[config.mk]
export PLATFORM = sky130hd
export DESIGN_NAME = wreg_pingpong_flat
export DESIGN_NICKNAME = d
export VERILOG_FILES = /design/src/rtl/wreg_pkg.sv /design/src/rtl/wreg_pingpong_if.sv /design/src/rtl/wreg_cell.sv /design/src/rtl/wreg_pingpong.sv /design/src/flat_wrapper.sv
export SDC_FILE = /design/constraint.sdc
export NUM_CORES = 1
export LEC_CHECK = 0
export ABC_AREA = 1
export CORE_MARGIN = 2
export CORE_UTILIZATION = 37
export CTS_BUF_LIST = sky130_fd_sc_hd__clkbuf_8
export DETAILED_ROUTE_END_ITERATION = 8
export GPL_ROUTABILITY_DRIVEN = 1
export GPL_TIMING_DRIVEN = 1
export MAX_ROUTING_LAYER = met4
export PLACE_DENSITY = 0.57
export SLEW_MARGIN = 20
export SYNTH_ARGS = -nofsm -noshare
export SYNTH_HDL_FRONTEND = slang
export SYNTH_SLANG_ARGS = --single-unit
[constraint.sdc]
create_clock -name clk -period 2.6 [get_ports clk]
set_input_delay 0.78 -clock clk [delete_from_list [all_inputs] [get_ports clk]]
set_output_delay 0.78 -clock clk [all_outputs]
set_load 0.1 [all_outputs]
[src/rtl/wreg_pkg.sv]
// wreg_pkg: shared FSM state type and counter-width helper for the weight ping-pong bank
package wreg_pkg;
   typedef enum logic [1:0] {EMPTY, LOADING, FULL} wreg_state_t;
   function automatic int cw(input int nch);
      return (nch > 1) ? $clog2(nch) : 1;
   endfunction
endpackage

[src/rtl/wreg_pingpong_if.sv]
// wreg_pingpong_if: load/swap/readout bundle; master = upstream loader + PEs, slave = bank
//   i_valid/i_data/o_ready : serial weight load handshake
//   i_swap/o_swap_ack      : level swap request, one-cycle ack
//   o_full/o_act_valid     : shadow tile complete / active tile present
//   o_data                 : NCH active weights, channel k at [k*WIDTH +: WIDTH]
//   o_zero                 : per-channel zero flags (only with WREG_ZERO_FLAG_EN)
interface wreg_pingpong_if #(parameter int WIDTH = 16, parameter int NCH = 4);
   logic i_valid, o_ready, i_swap, o_swap_ack, o_full, o_act_valid;
   logic signed [WIDTH-1:0] i_data;
   logic [NCH*WIDTH-1:0] o_data;
`ifdef WREG_ZERO_FLAG_EN
   logic [NCH-1:0] o_zero;
   modport master (output i_valid, i_data, i_swap, input o_ready, o_swap_ack, o_full, o_act_valid, o_data, o_zero);
   modport slave (input i_valid, i_data, i_swap, output o_ready, o_swap_ack, o_full, o_act_valid, o_data, o_zero);
`else
   modport master (output i_valid, i_data, i_swap, input o_ready, o_swap_ack, o_full, o_act_valid, o_data);
   modport slave (input i_valid, i_data, i_swap, output o_ready, o_swap_ack, o_full, o_act_valid, o_data);
`endif
endinterface

[src/rtl/wreg_cell.sv]
// wreg_cell: one shadow/active weight pair; optional zero flag under WREG_ZERO_FLAG_EN
//   clk, rst_n (async low), clr (sync), wr_en loads d into shadow,
//   swap copies shadow to q, zero = registered (active == 0)
module wreg_cell #(parameter int WIDTH = 16) (
   input  logic                    clk,
   input  logic                    rst_n,
   input  logic                    clr,
   input  logic                    wr_en,
   input  logic                    swap,
   input  logic signed [WIDTH-1:0] d,
`ifdef WREG_ZERO_FLAG_EN
   output logic                    zero,
`endif
   output logic signed [WIDTH-1:0] q
);
   logic signed [WIDTH-1:0] shadow;
   always_ff @(posedge clk or negedge rst_n)
      if (!rst_n) begin
         shadow <= '0;
         q      <= '0;
      end else if (clr) begin
         shadow <= '0;
         q      <= '0;
      end else begin
         if (wr_en) shadow <= d;
         if (swap) q <= shadow;
      end
`ifdef WREG_ZERO_FLAG_EN
   // flag tracks the word being swapped in, so it lines up with q
   always_ff @(posedge clk or negedge rst_n)
      if (!rst_n) zero <= 1'b1;
      else if (clr) zero <= 1'b1;
      else if (swap) zero <= (shadow == '0);
`endif
endmodule

[src/rtl/wreg_pingpong.sv]
// wreg_pingpong: double-buffered weight bank for one systolic row; loads next tile while current computes
//   clk, rst_n (async low), clr (sync clear), bus (wreg_pingpong_if.slave)
//   optional per-channel zero flags with WREG_ZERO_FLAG_EN
module wreg_pingpong
   import wreg_pkg::*;
#(
   parameter int WIDTH = 16,
   parameter int NCH   = 4
) (
   input  logic           clk,
   input  logic           rst_n,
   input  logic           clr,
   wreg_pingpong_if.slave bus
);
   localparam int CW = cw(NCH);
   localparam logic [CW-1:0] LAST = CW'(NCH - 1);
   wreg_state_t state_q, state_d;
   logic [CW-1:0] cnt_q;
   logic ack_q, act_q, beat, fire, last;
   assign bus.o_ready     = (state_q != FULL);
   assign bus.o_full      = (state_q == FULL);
   assign bus.o_swap_ack  = ack_q;
   assign bus.o_act_valid = act_q;
   assign beat = bus.i_valid & bus.o_ready;
   // load and swap are exclusive: beats need !FULL, swaps need FULL
   assign fire = bus.i_swap & bus.o_full;
   assign last = (cnt_q == LAST);
   always_comb begin
      state_d = state_q;
      state_d = clr ? EMPTY : beat ? (last ? FULL : LOADING) : fire ? EMPTY : state_q;
   end
   always_ff @(posedge clk or negedge rst_n)
      if (!rst_n) begin
         state_q <= EMPTY;
         cnt_q   <= '0;
         ack_q   <= 1'b0;
         act_q   <= 1'b0;
      end else begin
         state_q <= state_d;
         cnt_q   <= clr ? '0 : beat ? (last ? '0 : cnt_q + CW'(1)) : cnt_q;
         ack_q   <= ~clr & fire;
         act_q   <= ~clr & (act_q | fire);
      end
   for (genvar k = 0; k < NCH; k++) begin : g_cell
      wreg_cell #(.WIDTH(WIDTH)) u_cell (
         .clk   (clk),
         .rst_n (rst_n),
         .clr   (clr),
         .wr_en (beat && cnt_q == CW'(k)),
         .swap  (fire),
         .d     (bus.i_data),
`ifdef WREG_ZERO_FLAG_EN
         .zero  (bus.o_zero[k]),
`endif
         .q     (bus.o_data[k*WIDTH +: WIDTH])
      );
   end
endmodule

[src/flat_wrapper.sv]
// flat-port wrapper written by rule: the top's interface ports become plain ports
module wreg_pingpong_flat import wreg_pkg::*;
#(
   parameter int WIDTH = 16,
   parameter int NCH   = 4
)
  (clk, rst_n, clr, bus_i_valid, bus_i_data, bus_i_swap, bus_o_ready, bus_o_swap_ack, bus_o_full, bus_o_act_valid, bus_o_data);
  wreg_pingpong_if #(.WIDTH(WIDTH), .NCH(NCH)) bus_i ();
  input  logic clk;
  input  logic rst_n;
  input  logic clr;
  input wire logic [$bits(bus_i.i_valid)-1:0] bus_i_valid;
  input wire logic [$bits(bus_i.i_data)-1:0] bus_i_data;
  input wire logic [$bits(bus_i.i_swap)-1:0] bus_i_swap;
  output wire logic [$bits(bus_i.o_ready)-1:0] bus_o_ready;
  output wire logic [$bits(bus_i.o_swap_ack)-1:0] bus_o_swap_ack;
  output wire logic [$bits(bus_i.o_full)-1:0] bus_o_full;
  output wire logic [$bits(bus_i.o_act_valid)-1:0] bus_o_act_valid;
  output wire logic [$bits(bus_i.o_data)-1:0] bus_o_data;
  assign bus_i.i_valid = bus_i_valid;
  assign bus_i.i_data = bus_i_data;
  assign bus_i.i_swap = bus_i_swap;
  assign bus_o_ready = bus_i.o_ready;
  assign bus_o_swap_ack = bus_i.o_swap_ack;
  assign bus_o_full = bus_i.o_full;
  assign bus_o_act_valid = bus_i.o_act_valid;
  assign bus_o_data = bus_i.o_data;
  wreg_pingpong #(.WIDTH(WIDTH), .NCH(NCH)) u_core (.clk(clk), .rst_n(rst_n), .clr(clr), .bus(bus_i));
endmodule
### Yosys cells after proc, flatten, opt, wreduce, memory -nomap -nowiden

Cells that the tools add are included.

| storage, ports and cells | value |
|---|---|
| flip-flop bits (word level) | 134 |
| latch bits | 0 |
| bits in writable memories | 0 |
| memory bits (read-only) | 0 |
| bits of input ports | 21 |
| output and inout port bits | 68 |
| word-level logic and storage cells | 59 |
| memories kept | 0 |

| cells by class | value |
|---|---|
| add/subtract/negate cells | 1 |
| multiply operators | 0 |
| divide/modulo/power cells | 0 |
| order comparisons | 0 |
| equal/unequal tests | 5 |
| shifts and indexed selects | 0 |
| muxes and demuxes | 23 |
| bitwise operators | 6 |
| reductions and logical operators | 12 |

Operator list:

| cell | count |
|---|---|
| 2-to-1 mux 16 bit | 16 |
| 2-to-1 mux 2 bit | 7 |
| nonzero test 2 bit | 6 |
| equality test 2 bit, second input constant | 3 |
| AND 1 bit | 4 |
| logical AND 1 bit | 4 |
| nonzero test 3 bit | 1 |
| adder 2 x 1 -> 2 bit, second input constant | 1 |
| equality test 2 x 1 -> 1 bit, second input constant | 1 |
| logical NOT 2 bit | 1 |
| inequality test 2 bit, second input constant | 1 |
| NOT 1 bit | 1 |
| bitwise OR 1 bit | 1 |

### Depth between registers and ports, before layout

| logic depth | value |
|---|---|
| depth in word-level cells | 5 |
| depth in mapped cells | 7 |
| depth with buffers taken out | 6 |

### Modules after synthesis

Synthesis repeated with hierarchy kept, for this count alone.

| second synthesis, totals | value |
|---|---|
| cell total of the unflattened synthesis | 607 |
| area, all modules | 5863.1 µm² |

By module, submodules not included:

| module | instances | cells an instance | area an instance (µm²) | sequential area each (µm²) |
|---|---|---|---|---|
| wreg_cell | 4 | 140 | 1371.3 | 800.8 |
| wreg_pingpong | 1 | 47 | 377.9 | 150.1 |

### Least setup slack after synthesis

Ideal clock, no wire load.

| timing path | value |
|---|---|
| kind | register to output |
| from | register u_core.state_q[0] |
| to | output bus_o_full |
| data arrival time | 1380 ps |
| data required time | 1820 ps |
| path slack | 440 ps |
| cell stages (with the launch flop) | 4 |
| path buffers | 0 |
| cell sequence | dfrtp_1 > inv_1 > nand2_4 > inv_1 |

| between the ends | value |
|---|---|
| word-level cells in the longest chain between the ends | 1 |

RTL lines:

| what | RTL line | source |
|---|---|---|
| start, declared | wreg_pingpong.sv:17 | `wreg_state_t state_q, state_d;` |
| start signal, assigned | wreg_pingpong.sv:39 | `state_q <= state_d;` |
| equality test 2 bit | wreg_pingpong.sv:21 | `assign bus.o_full = (state_q == FULL);` |
| end, declared | flat_wrapper.sv:17 | `output wire logic [$bits(bus_i.o_full)-1:0] bus_o_full;` |

Every way passes these cells.

### Worst setup path after layout

| timing path | value |
|---|---|
| from | register u_core.state_q[1] |
| to | output bus_o_ready |

| between the ends | value |
|---|---|
| word-level cells in the longest chain between the ends | 1 |

RTL lines:

| what | RTL line | source |
|---|---|---|
| inequality test 2 bit | wreg_pingpong.sv:20 | `assign bus.o_ready = (state_q != FULL);` |
| end, declared | flat_wrapper.sv:15 | `output wire logic [$bits(bus_i.o_ready)-1:0] bus_o_ready;` |

Every way passes these cells.

==> reports/results.ini <==
[run_status]
status = finished, final reports clean

[yosys]
ys_ff_latch = 134
yosysMostFrequentCell = nand2_1
synth_common_cells = 261 x nand2_1, 134 x dfrtp_1, 133 x nand3_1
synthArstFlopShare_pct = 100.0
avgSynthCellArea_sq_um = 8.887
syn_area_sq_um = 5554
yosys-top-cells-area = dfrtp_1 60%, nand2_1 18%, nand3_1 12%, buf_2 2.2%, inv_1 1.4%
synthCells = 625
netlist.area_leader.share_pct = 60.37
syn_nets = 650
synth_edf_count = 0
ys.flop_type = dfrtp_1
yosys.cell_types.count = 18
synth.largest_area_cell = dfrtp_1
yosysSeqAreaShare_pct = 60.37
yosysWarnings = 0

[routing]
drtAntennaViolNets = 0
drc = 0
vias = 4449
drt_pass1_iterations = 5
via_per_inst = 4.884
drt_iter0_drc = 387
wire_per_inst_um = 15.90
wl_um = 14480

[worst_setup_path]
slowest_stage = dfrtp_1
rr_worst_depth = 6
worst_r2r_endpoint = u_core.g_cell[2].u_cell.shadow[13]
end_kind = output port
crit_fanout = 7
worstSetupPathType = reg2out
crit_required_ns = 1.82
crit_path_max_incr_delay_ns = 0.44
cp-start-kind = register
r2r_start = u_core.cnt_q[0]
crit_arrival_ns = 1.35
rrSetupSlack_ns = 1.26
path_cells = nand2_4 > buf_4

[timing]
finalSetupTns_ns = 0
fin_worst_skew_ns = 0.01037
max_slew_margin_pct = 68.49
tightest_slew_ns = 0.4709
setup_viol = 0
fin_crit_sh_pct = 81.87
maxSlewViolCount = 0
fmax_mhz = 469.8
rsz0062_at_grt = no
period_needed_ns = 2.128
hold_viol = 0

[die]
die-area_sq_um = 16010
initial_core_util_pct = 38.07
ioPinCount = 89
dieHeight_um = 126.5
rows = 44
chipWidth_um = 126.5
core_sq_um = 14590

[grt]
first_global_vias = 4510
grt_usage_pct = 19.46
overflow = 0
antenna_found_initial = 0
grt_first_pass_wirelength_um = 23420
grt_max_degree = 74

[hold_path]
hp-class = in2async

[pwr]
switching_share_pct = 24.69
ir_drop_mv = 0.3162
power.switching_w = 0.001107
p_clk_share_pct = 42.6
power.internal_w = 0.003378
p_leak_nw = 3.898
combinationalPowerShare_pct = 7.7
sequentialPowerShare_pct = 49.7
p_per_area_nw_per_um2 = 648.6

[placed_design]
hpwl_um = 9421
routabilityCongestion = 0.7969
numPortBuffers = 88

[cts]
root_buffer = clkbuf_8
cts_buffer_depth = 2
cts_buffers = 17
h-tree-depth = 4
hold_buffers = 0
cts_tree = done
clkSinkCount = 134
path_clk_slew_ns = 0.08
clk_latency_ns = 0.45
cts.repair_timing.setup_buffer_count = 0
cts.repair.resized = 0

[run]
maxCapViolCount = 0

[final_layout]
final_util_pct = 47.40
syn2layout_area_growth_pct = 24.51
nets = 739
drive_gt1_share_pct = 18.57
antenna_cells = 0

## power by group through the flow
stage | Clock, W | Sequential [W] | Combinational (W)
after floorplan | 0 | 0.00226 | 0.000190
after global placement | 0 | 0.00227 | 0.000341
after detailed placement | 0 | 0.00227 | 0.000348
after CTS | 0.00195 | 0.00223 | 0.000350
after global routing | 0.00204 | 0.00224 | 0.000387
final | 0.00191 | 0.00223 | 0.000344
## worst max-delay path by stage
stage,startpoint,endpoint,slack (ns),cells after the start
after global routing,u_core.state_q[0],bus_o_full,0.41,4
after global placement,clr,u_core.g_cell[3].u_cell.shadow[7],0.32,5
after CTS,u_core.state_q[1],bus_o_ready,0.45,2
after floorplan,u_core.state_q[0],bus_o_full,0.44,3
after detailed placement,clr,u_core.g_cell[1].u_cell.q[5],0.28,6
final,u_core.state_q[1],bus_o_ready,0.47,2
## logic make-up after synthesis
logic type / after synthesis / synth area share, %
buffers and inverters: 62 / 6.015
and+or+nand+nor: 424 / 32.62
adders and majority gates: 4 / 0.9011
AOI/OAI and AO/OA: 1 / 0.09002
DFF: 134 / 60.37
## registers in the layout, indices dropped and copies added, names as in the netlist
| signal | count |
|---|---|
| u_core.bus.o_swap_ack | 1 |
| u_core.cnt_q | 2 |
| u_core.g_cell.u_cell.shadow | 64 |
| u_core.state_q | 2 |
| u_core.g_cell.u_cell.q | 64 |
| u_core.bus.o_act_valid | 1 |
## placed cells by master (no fill, tap or decap)
cell | synthesis | layout
nand3_2 | 5 | 5
nand4_1 | 1 | 1
clkinv_4 | 0 | 1
dfrtp_1 | 134 | 134
buf_4 | 7 | 86
bufinv_16 | 0 | 4
inv_6 | 0 | 1
o21ai_0 | 1 | 1
nand2_4 | 1 | 1
nor2_4 | 0 | 1
clkinv_2 | 0 | 5
nor2_1 | 18 | 18
clkinvlp_4 | 0 | 2
nand2_1 | 261 | 261
ha_1 | 4 | 4
buf_12 | 0 | 5
inv_4 | 0 | 1
clkdlybuf4s50_1 | 0 | 19
clkbuf_8 | 0 | 19
nand2_2 | 4 | 4
nand3_1 | 133 | 133
inv_1 | 21 | 21
## final cells by class
type                            count  area (sq um)
Multi-Input combinational cell    429          1872
Timing Repair Buffer              110         935.9
Fill cell                        1416          7674
Sequential cell                   134          3353
Inverter                           22         85.08
Tap cell                          184         230.2
Clock inverter                     13         177.7
Clock buffer                       19         261.5
## worst max-delay path: cells and delay by family (launching register included)
kind / cells / cell delay (ns)
simple gates: 1 / 0.15
buf+inv: 1 / 0.31
flops: 1 / 0.44
## through the flow
| stage | area, sq um | total power (W) | setup WS [ns] | instances | hold slack [ns] |
|---|---|---|---|---|---|
| after floorplan | 5554 | 0.002452 | 0.4399 | 625 | 0.4425 |
| after global placement | 6476 | 0.002608 | 0.3227 | 879 | 0.4570 |
| after global routing | 6915 | 0.004670 | 0.4064 | 911 | 0.09826 |
| after detailed placement | 6476 | 0.002616 | 0.2804 | 879 | 0.4615 |
| after CTS | 6915 | 0.004530 | 0.4518 | 911 | 0.1031 |
| final | 6915 | 0.004485 | 0.4715 | 911 | 0.1282 |
## layer usage
layer	GRT usage (%)	vias to the layer above	wire (um)
met5	-	-	0
met4	6.981	0	284
met3	4.133	20	698
met2	29.92	114	6922
met1	25.64	2147	6579
li1	-	2168	-
(Power assumes the default switching activity.)
